### src/rtl/robertson_multiplier.sv
// ---------------------------------------------------------------------------
// robertson_multiplier
//
// Purpose
//   Sequential signed (two's complement) WIDTH x WIDTH multiplier built on
//   Robertson's add/subtract-and-shift algorithm. Each clock in RUN performs
//   one conditional add (or, on the final step, subtract) of the multiplicand
//   into the accumulator, followed by one arithmetic right shift of {A,Q}.
//   A full product takes WIDTH steps.
//
// Handshake
//   An operation is accepted on a rising edge where the block is IDLE and
//   start=1. The operands are sampled on that same edge. While busy (RUN or
//   DONE) start is ignored and the operand inputs are not looked at. done is
//   a one-cycle pulse that marks product as valid. product then holds its
//   value until the next accepted start.
//
// Parameters
//   WIDTH         operand width in bits (>= 2); product is 2*WIDTH bits
//
// Ports
//   clk           rising-edge clock
//   reset         synchronous, active-high; clears all state, aborts a RUN
//   start         operation request, sampled only in IDLE
//   multiplicand  signed M, latched on accepted start
//   multiplier    signed Q, latched on accepted start
//   busy          high in RUN and DONE
//   done          one-cycle pulse, product valid
//   product       signed {A,Q}
// ---------------------------------------------------------------------------
module robertson_multiplier #(
    parameter int WIDTH = 16
) (
    input  logic                 clk,
    input  logic                 reset,
    input  logic                 start,
    input  logic [WIDTH-1:0]     multiplicand,
    input  logic [WIDTH-1:0]     multiplier,
    output logic                 busy,
    output logic                 done,
    output logic [2*WIDTH-1:0]   product
);

    // One extra bit so the step counter can never wrap inside an operation.
    localparam int CW = $clog2(WIDTH) + 1;

    typedef enum logic [1:0] {
        IDLE = 2'd0,
        RUN  = 2'd1,
        DONE = 2'd2
    } state_t;

    state_t            state;
    state_t            state_next;

    logic [WIDTH-1:0]  m_reg;
    logic [WIDTH-1:0]  a_reg;
    logic [WIDTH-1:0]  q_reg;
    logic [CW-1:0]     count;

    logic [WIDTH-1:0]  m_next;
    logic [WIDTH-1:0]  a_next;
    logic [WIDTH-1:0]  q_next;
    logic [CW-1:0]     count_next;

    // Sign-extended working copies. Adding or subtracting two WIDTH-bit
    // signed values always fits in WIDTH+1 bits, so the step cannot overflow.
    logic [WIDTH:0]    a_ext;
    logic [WIDTH:0]    m_ext;
    logic [WIDTH:0]    sum;
    logic              last_step;

    assign a_ext     = {a_reg[WIDTH-1], a_reg};
    assign m_ext     = {m_reg[WIDTH-1], m_reg};
    assign last_step = (count == CW'(WIDTH - 1));

    // Q[0] is the multiplier bit currently being consumed. The final bit
    // consumed is the multiplier's sign bit, which carries weight -2^(W-1),
    // so that step subtracts instead of adding.
    always_comb begin
        sum = a_ext;
        if (q_reg[0]) begin
            if (last_step) begin
                sum = a_ext - m_ext;
            end else begin
                sum = a_ext + m_ext;
            end
        end
    end

    // Next-state and datapath next values. Everything holds by default so
    // product stays stable in IDLE and DONE.
    always_comb begin
        state_next = state;
        m_next     = m_reg;
        a_next     = a_reg;
        q_next     = q_reg;
        count_next = count;

        case (state)
            IDLE: begin
                if (start) begin
                    state_next = RUN;
                    m_next     = multiplicand;
                    q_next     = multiplier;
                    a_next     = '0;
                    count_next = '0;
                end
            end

            RUN: begin
                // Arithmetic right shift of {S,Q}: the sum's low bit moves
                // into the top of Q while Q's consumed bit falls off.
                a_next     = sum[WIDTH:1];
                q_next     = {sum[0], q_reg[WIDTH-1:1]};
                count_next = count + CW'(1);
                if (last_step) begin
                    state_next = DONE;
                end
            end

            DONE: begin
                state_next = IDLE;
            end

            default: begin
                state_next = IDLE;
            end
        endcase
    end

    always_ff @(posedge clk) begin
        if (reset) begin
            state <= IDLE;
            m_reg <= '0;
            a_reg <= '0;
            q_reg <= '0;
            count <= '0;
        end else begin
            state <= state_next;
            m_reg <= m_next;
            a_reg <= a_next;
            q_reg <= q_next;
            count <= count_next;
        end
    end

    // All outputs are decoded from registers, so they are glitch-free.
    assign busy    = (state == RUN) || (state == DONE);
    assign done    = (state == DONE);
    assign product = {a_reg, q_reg};

endmodule

### config.mk
export PLATFORM = sky130hd
export DESIGN_NAME = robertson_multiplier
export DESIGN_NICKNAME = d
export VERILOG_FILES = /design/src/rtl/robertson_multiplier.sv
export SDC_FILE = /design/constraint.sdc
export NUM_CORES = 1
export LEC_CHECK = 0
export ABC_AREA = 1
export BUFFER_PORTS_ARGS = -buffer_cell sky130_fd_sc_hd__buf_2
export CAP_MARGIN = 20
export CELL_PAD_IN_SITES_DETAIL_PLACEMENT = 1
export CELL_PAD_IN_SITES_GLOBAL_PLACEMENT = 1
export CORE_UTILIZATION = 33
export CTS_CLUSTER_SIZE = 25
export DETAILED_ROUTE_END_ITERATION = 16
export GPL_ROUTABILITY_DRIVEN = 0
export GPL_TIMING_DRIVEN = 0
export PLACE_DENSITY = 0.78
export SYNTH_ARGS = -nofsm -noshare
export SYNTH_HDL_FRONTEND = slang
export SYNTH_SLANG_ARGS = --single-unit
### constraint.sdc
create_clock -name clk -period 7.4 [get_ports clk]
set_clock_uncertainty 0.2 [all_clocks]
set_input_delay 0.37 -clock clk [delete_from_list [all_inputs] [get_ports clk]]
set_output_delay 0.37 -clock clk [all_outputs]
set_load 0.02 [all_outputs]
After elaboration in Yosys (flattened, before gate mapping)
Cells that the tools add are included.

cells by class
  $add $sub $neg = 3
  reductions and logical operators = 7
  muxes and demuxes = 11
  equal/unequal tests = 6

operators with widths
  operator                                                          count
  16-bit case mux with 2 select lines                               2
  17-bit 2-to-1 mux                                                 2
  16-bit 2-to-1 mux                                                 2
  16-bit by 16-bit adder with 17-bit output                         1
  16-bit by 16-bit subtractor with 17-bit output                    1
  5-bit case mux with 2 select lines                                1
  2-bit != test (second input constant)                             3
  2-bit AND reduction                                               3
  5-bit by 1-bit adder with 5-bit output (second input constant)    1
  5-bit by 4-bit == test with 1-bit output (second input constant)  1
  5-bit 2-to-1 mux                                                  1
  2-bit 2-to-1 mux                                                  2
  2-bit case mux with 2 select lines                                1
  3-bit AND reduction                                               1
  2-bit by 1-bit == test with 1-bit output (second input constant)  1
  2-bit == test (second input constant)                             1
  2-bit logical NOT                                                 1
  2-bit nonzero test                                                1
  1-bit logical OR                                                  1

word-level totals
  flip-flop bits (word level) = 55

Longest topological paths before layout
Gate-level depths: netlist of the first run.

  word-level depth = 4
  mapped depth = 23
  depth with buffers taken out = 21

Worst setup path before layout of the first run
OpenSTA, ideal clock, no wires.

  path type = register to register
  start point = register count[0]
  end point = register a_reg[7]
  slack = 4558 ps
  arrival time = 2508 ps
  data required time = 7066 ps
  path buffers = 2
  cell stages (with the launch flop) = 19
  cells stage by stage = dfxtp_1 > ha_1 > inv_1 > nor3_1 > ha_1 > buf_2 > inv_1 > buf_2 > o21ai_0 > xnor2_1 > inv_1 > ha_1 > nand2_1 > inv_1 > a21oi_1 > nand2_2 > xor2_1 > o21ai_0 > a21oi_1

between the ends
  longest elaborated chain between the ends = 4

ends and longest elaborated chain
  item                                      RTL line  RTL
  from (decl)                               59        logic [CW-1:0] count;
  from (signal assigned)                    144       count <= count_next;
  5-bit by 4-bit == test with 1-bit output  75        assign last_step = (count == CW'(WIDTH - 1));
  17-bit 2-to-1 mux                         83        if (last_step) begin
  17-bit 2-to-1 mux                         82        if (q_reg[0]) begin
  16-bit case mux with 2 select lines       100       case (state)
  to (signal assigned)                      142       a_reg <= a_next;
  to (decl)                                 57        logic [WIDTH-1:0] a_reg;

Every way passes these cells. The select of a mux whose other input is x is not followed.
A chain may end at the register's enable or synchronous reset.

Worst setup path in the final report of the first run
  start point = register count[0]
  end point = register a_reg[13]

The elaborated chain is that of the path after synthesis.

==> qor.yml, run 1 <==
outcome: "complete, no violations"
finalPower_mw: 1.06
fin_crit_sh_pct: 45.6
final_cell_mix: "nand2_1, inv_1, buf_2"
post_cts_buffers: 0
yosys_warnings: 0
multi_input_area_um2: 2230
cts-resized-gates: 0
synth-seq-area-share_pct: 29.2
register_area_um2: 1100
io_buffer_count: 68
hold_class: "in -> reg"
rr_worst_depth: 21
routedWlPerCell_um: 13.9
cp-start-kind: "flip-flop"
max_slew_margin_pct: 56.4
cts_sinks: 55
diodes: 0
highest_layer: "met4"
worst-path-buf-inv: 5
grt_first_pass_wirelength_um: 18700
worstSetupPathDepth: 21
place_inst: 800
rows: 38
die_h_um: 109
wl_met3_um: 285
rsz0062_at_grt: "false"
hold_viol_final: 0
fin_util_pct: 40.9
max-vdd-ir-drop_mv: 0.102
drive_gt1_share_pct: 17.2
syn_area_per_cell_um2: 6.38
layout.cells.most_common: "nand2_1"
overflow: 0
drcViolationCount: 0
crit_slowest_cell: "dfxtp_1"
path_class: "reg -> reg"
vias: 3916
finalSetupViolCount: 0
finalCriticalPeriod_ps: 3380
path_common_cell: "nand2_1"
grt_antenna_before_repair: 0
path_cells: "ha_1 > inv_1 > nor3_1 > ha_1 > buf_2 > inv_1 > buf_2 > nand2_1 > xnor2_1 > inv_1 > ha_1 > nand2_1 > nand2_1 > a21oi_1 > nand2_1 > nand2_1 > nand2_1 > nand2_1 > nand3_1 > nand2_1 > a21oi_1"
initial_core_util_pct: 34.4
final_max_slew_viol_count: 0
die-area_um2: 11900
die_w_um: 109
drtPass1Iterations: 4
endpoint_kind: "flip-flop"
power_density_nw_per_um2: 236
setup_slack_ps: 4020
area_growth_pct: 18.9
cts_tree: "yes"
critical-path-top-delay-family: "simple AND/OR/NAND/NOR gates"
cts_max_level: 2
wl_met1_um: 5410
postSynthCellCount: 592
clock.fmax_mhz: 296
dp_slack_ps: 4060
cp.required_ps: 7360
coreArea_um2: 11000
fin_tns_setup_ps: 0
clk_pin_slew_ps: 80
io_pins: 69
slowest_delay_ps: 380
synth_seq_cells: 55
cts_buffer_depth: 2
wl_um: 11300
synth_edf_count: 0
final_cells: 808
cts_root_buf: "clkbuf_16"
synthesis.nets: 650
tightest_slew_ps: 654
hold_depth: 3
synthesis.area_um2: 3770
cts_hold_buffers: 0
power.leakage_nw: 2.29
synth_cell_types: 37
drtAntennaViolNets: 0
hpwl_um: 9050
wl_met2_um: 5460
cts_buffers: 5
synth_ff_type: "dfxtp_1"
cp.arrival_ps: 3340
maxCapViolCount: 0
fill_cells: 1489
clk_latency_ps: 300
async_flop_share_pct: 0
grt_pass1_vias: 3923
drt-initial-drc-count: 84
path_max_fanout: 10
gr-usage-all-layers_pct: 20.2
layout.nets: 725
grt_max_degree: 19
vias_per_cell: 4.85
-- per-stage QoR --
stage               instance area (um^2)  hold slack (ps)
floorplan                           3770              243
finish                              4490              124
global placement                    4290              257
detailed placement                  4290              271
global route                        4490              135
CTS                                 4490              127
-- power by group --
part / switching (mW) / internal (mW) / total [mW]
Clock: 0.125 / 0.197 / 0.322
Sequential: 0.0253 / 0.326 / 0.351
Combinational: 0.255 / 0.130 / 0.384
Total: 0.405 / 0.652 / 1.06
-- metal layers --
layer	up-vias	track usage, %
met4	0	4.54
li1	2025	-
met1	1830	26.4
met3	8	2.69
met5	-	0
met2	53	35.0
-- cells by family (layout without fill, tap and decap cells) --
logic type      Yosys count  count (layout)  share of synthesized area (%)
compound gates          120             120                           17.6
xor+xnor                 17              17                           3.94
fa+ha+maj                23              23                           7.82
buf+inv                 107             183                           11.7
flops                    55              55                           29.2
simple gates            270             270                           29.8
-- worst reg2reg max path, cell delays in order, from the launching register on --
cell,delay [ps]
dfxtp_1,380
ha_1,190
inv_1,60
nor3_1,140
ha_1,170
buf_2,220
inv_1,100
buf_2,190
nand2_1,100
xnor2_1,130
inv_1,90
ha_1,350
nand2_1,140
nand2_1,70
a21oi_1,120
nand2_1,150
nand2_1,130
nand2_1,70
nand2_1,60
nand3_1,60
nand2_1,60
a21oi_1,50
-- cells in the mapped netlist (all sizes together), types with 2 or more instances --
master    n  share of area, %
a31oi    16               2.7
xnor2     4              0.93
ha       22               7.3
a21oi    45               6.3
buf      13               2.3
xor2     13               3.0
nand4     2              0.33
nand3    24               3.4
o211ai    4              0.80
nor3      9               1.6
clkbuf    8              0.80
inv      86               8.6
dfxtp    55                29
o21ai    52               7.3
nor2     58               6.1
nand2   175                18
-- cell type report --
| class | instances | share of cell area [%] |
|---|---|---|
| Buffer | 21 | 2.57 |
| Clock buffer | 5 | 2.79 |
| Clock inverter | 3 | 1.59 |
| Inverter | 86 | 7.25 |
| Multi-Input combinational cell | 430 | 49.8 |
| Sequential cell | 55 | 24.5 |
| Tap cell | 140 | 3.90 |
| Timing Repair Buffer | 68 | 7.59 |
-- path summary, 6_finish.rpt --
path	from	endpoint	slack [ps]
max	count[0]$_SDFFE_PP0P_	a_reg[13]$_SDFFE_PP0P_	4020
max reg2reg	count[0]$_SDFFE_PP0P_	a_reg[13]$_SDFFE_PP0P_	4020
min	multiplicand[6]	m_reg[6]$_SDFFE_PP0P_	120
min reg2reg	m_reg[1]$_SDFFE_PP0P_	m_reg[1]$_SDFFE_PP0P_	290
No activity file was read; power rests on OpenSTA's default activity.
==> inputs of run 2 (changes only) <==
- clock period: 7.4 -> 3.25 ns (I/O delays scaled with it)
==> qor.yml, run 2 (synthesis results as in run 1) <==
final_area_um2: 5000
cts_sinks: 55
drcViolationCount: 0
tightest_slew_ps: 645
overflow: 0
die-area_um2: 11900
power.leakage_nw: 2.45
io_pins: 69
grt_antenna_before_repair: 0
max-vdd-ir-drop_mv: 0.250
finalPower_mw: 2.52
hpwl_um: 9050
max_slew_margin_pct: 57.0
final_max_slew_viol_count: 0
hold_viol_final: 0
grt_first_pass_wirelength_um: 19900
rsz0062_at_grt: "false"
cts_buffers: 5
cp-start-kind: "flip-flop"
clk_pin_slew_ps: 80
hold_class: "in -> reg"
gr-usage-all-layers_pct: 21.5
initial_core_util_pct: 34.4
cts_max_level: 2
rows: 38
routedWlPerCell_um: 14.7
drive_gt1_share_pct: 21.7
drtPass1Iterations: 4
drt-initial-drc-count: 93
clk_latency_ps: 300
fin_crit_sh_pct: 93.8
outcome: "complete, no violations"
io_buffer_count: 68
maxCapViolCount: 0
coreArea_um2: 11000
power_density_nw_per_um2: 504
clock.fmax_mhz: 328
layout.nets: 763
drtAntennaViolNets: 0
wl_um: 12400
final_cell_mix: "nand2_1, inv_1, buf_2"
grt_pass1_vias: 4216
vias_per_cell: 4.86
grt_max_degree: 19
endpoint_kind: "flip-flop"
die_w_um: 109
vias: 4109
finalSetupViolCount: 0
finalCriticalPeriod_ps: 3050
cts_buffer_depth: 2
diodes: 0
path_max_fanout: 6
die_h_um: 109
placed_area_um2: 4290
cp.required_ps: 3230
area_growth_pct: 32.3
path_class: "reg -> reg"
cts_tree: "yes"
cts_root_buf: "clkbuf_16"
cp.arrival_ps: 3030
layout.cells.most_common: "nand2_1"
## run 2: path summary, 6_finish.rpt
| check | from | end | slack, ps | depth (start not counted) |
|---|---|---|---|---|
| hold reg to reg | count[1]$_SDFFE_PP0P_ | count[1]$_SDFFE_PP0P_ | 290 | 2 |
| hold / removal | reset | q_reg[2]$_SDFFE_PP0P_ | 50 | 4 |
| setup / recovery | count[0]$_SDFFE_PP0P_ | a_reg[14]$_SDFFE_PP0P_ | 200 | 20 |
| setup reg to reg | count[0]$_SDFFE_PP0P_ | a_reg[14]$_SDFFE_PP0P_ | 200 | 20 |
## run 2: final cells by class
type,instances,area [um^2]
Tap cell,140,175
Sequential cell,55,1100
Timing Repair Buffer,106,703
Buffer,21,128
Multi-Input combinational cell,430,2360
Clock inverter,3,71.3
Inverter,86,325
Clock buffer,5,125
Fill cell,1466,5990
## run 2: per-layer routing
| metal | part of all wire (%) | global-route usage (%) |
|---|---|---|
| met5 | 0 | 0 |
| met3 | 2.2 | 2.57 |
| met2 | 51 | 39.0 |
| met4 | 1.4 | 4.73 |
| met1 | 46 | 27.0 |
## run 2: through the flow
step	cells	TNS (ps)	setup WS (ps)	hold WS, ps	util, %
3_5_place_dp	800	-352	-86.2	233	39.1
4_1_cts	840	0	13.8	58.6	44.0
2_1_floorplan	592	0	408	121	-
3_3_place_gp	800	-39.5	-22.8	211	39.1
5_1_grt	846	0	10.6	84.0	45.5
6_report	846	0	201	52.2	45.5
## run 2: where the power goes
group	switching [mW]	total (mW)	internal, mW
Sequential	0.0590	0.802	0.743
Combinational	0.623	0.980	0.357
Clock	0.287	0.735	0.448
## run 2: worst max-delay path, stage by stage, from the launching register on
cell and delay (ps):
dfxtp_2 340, ha_2 200, inv_2 70, nor3_2 40, ha_2 180, buf_6 130, buf_4 140, a21oi_1 170
xor2_1 170, inv_1 70, ha_1 360, nand2_1 210, inv_1 60, nand2_1 60, nand2_1 60, a21oi_2 160
nand2_1 80, nand2_1 60, nand3_1 60, nand2_1 80, a21oi_2 50
## run 2: timing repair
item                       in CTS  in global routing
buffers inserted                0                  5
gates resized for setup         6                 32
hold endpoints to repair       32                  0
setup endpoints to repair      11                 14
cloned                          0                  1
hold buffers                   32                  0
pin swaps                       0                  5
==> inputs of run 3 (changes only) <==
- RECOVER_POWER: not set -> 100
==> qor.yml, run 3 (synthesis results as in run 1) <==
overflow: 0
io_pins: 69
hold_class: "in -> reg"
rows: 38
drcViolationCount: 0
crit_start: "count[1]$_SDFFE_PP0P_"
die-area_um2: 11900
drt-initial-drc-count: 94
internal_power_mw: 1.53
combPwrFrac_pct: 38.5
tightest_slew_ps: 1010
routedWlPerCell_um: 14.7
grt_first_pass_wirelength_um: 19900
maxCapViolCount: 0
swShare_pct: 38.6
power.leakage_nw: 2.30
wl_um: 12400
endpoint_kind: "flip-flop"
final_cell_mix: "nand2_1, inv_1, nor2_1"
placed_area_um2: 4290
cts_buffers: 5
path_class: "reg -> reg"
cts_tree: "yes"
final_max_slew_viol_count: 0
p_switching_mw: 0.962
hp-start: "reset"
fin_crit_sh_pct: 94.3
cts_max_level: 2
max_slew_margin_pct: 32.2
cts_sinks: 55
path_max_fanout: 6
cp.arrival_ps: 3030
cp-start-kind: "flip-flop"
top_usage_layer: "met2"
io_buffer_count: 68
area_growth_pct: 30.5
holdWs_ps: 54.1
cts_root_buf: "clkbuf_16"
fill_cells: 1480
drive_gt1_share_pct: 15.7
use_met3_pct: 2.57
finalCriticalPeriod_ps: 3060
cp.required_ps: 3210
finalSetupViolCount: 0
diodes: 0
clockPowerShare_pct: 29.3
layout.cells.most_common: "nand2_1"
outcome: "complete, no violations"
hold_viol_final: 0
vias_per_cell: 4.85
grt_use_met2_pct: 39.0
drtPass1Iterations: 4
dp_slack_ps: -86.2
drtAntennaViolNets: 0
hpwl_um: 9050
die_w_um: 109
share_seq_of_total_power_pct: 32.2
setup_slack_ps: 185
clk_latency_ps: 300
clock.fmax_mhz: 326
initial_core_util_pct: 34.4
power_density_nw_per_um2: 506
met1_usage_pct: 27.0
die_h_um: 109
final_cells: 846
place_inst: 800
cts_buffer_depth: 2
gr-usage-all-layers_pct: 21.5
vias: 4105
grt_max_degree: 19
reg2reg_from: "count[1]$_SDFFE_PP0P_"
layout.nets: 763
grt_pass1_vias: 4216
clk_pin_slew_ps: 80
final_area_um2: 4920
coreArea_um2: 11000
grt_antenna_before_repair: 0
max-vdd-ir-drop_mv: 0.247
[run 3: cell types whose count changed in the layout (fill, tap and decap cells not counted), moves of 2 or more]
cell	before	now
buf_4	8	5
buf_2	75	38
clkbuf_1	8	46
clkbuf_2	0	2
[run 3: worst max-delay path, stage by stage (launching register included)]
cell and delay, ps:
dfxtp_2 350, ha_2 200, inv_2 50, nor3_2 110
ha_2 200, buf_6 120, inv_2 50, buf_2 150
nand2_1 80, xor2_1 140, inv_1 80, ha_1 390
nand2_2 150, nor3_2 250, nand2_2 100, nand3_1 90
nand3_1 100, nand2_1 80, a21oi_1 50
[run 3: what timing repair did]
action,CTS,global route
endpoints found under the setup margin,11,14
setup buffers,0,5
cloned,0,1
pin swaps,0,5
hold endpoints to repair,32,0
gates resized for setup,6,32
hold buffers,32,0
[run 3: power groups by stage]
stage               clock [mW]  sequential [mW]  combinational (mW)
floorplan                    0            0.847               0.588
global placement             0            0.811               0.849
detailed placement           0            0.815               0.879
CTS                      0.744            0.800               0.924
global route             0.760            0.811                1.07
finish                   0.729            0.802               0.958
[run 3: path summary, 6_finish.rpt]
path	to	slack, ps	cells after the start
setup / recovery	a_reg[12]$_SDFFE_PP0P_	190	18
hold / removal	q_reg[2]$_SDFFE_PP0P_	50	4
setup reg to reg	a_reg[12]$_SDFFE_PP0P_	190	18
hold reg to reg	count[1]$_SDFFE_PP0P_	290	2
[run 3: area by class of cell]
type / count / area (um^2) / area share [%]
Multi-Input combinational cell: 430 / 2350 / 47.7
Sequential cell: 55 / 1100 / 22.4
Timing Repair Buffer: 106 / 658 / 13.4
Inverter: 86 / 325 / 6.61
Tap cell: 140 / 175 / 3.56
Clock buffer: 5 / 125 / 2.54
Buffer: 21 / 118 / 2.39
Clock inverter: 3 / 71.3 / 1.45
[run 3: stage by stage]
step	util [%]	total power [mW]	setup TNS [ps]
floorplan	-	1.43	0
global placement	39.1	1.66	-39.5
detailed placement	39.1	1.69	-352
CTS	44.0	2.47	0
global route	44.8	2.64	-20.0
finish	44.8	2.49	0
[run 3: routing by layer]
layer  routed length [um]  vias up  share of wire (%)
li1                     -     2106                  -
met1                 5690     1928                 46
met2                 6330       57                 51
met3                  242       14                1.9
met4                  175        0                1.4
met5                    0        -                  0
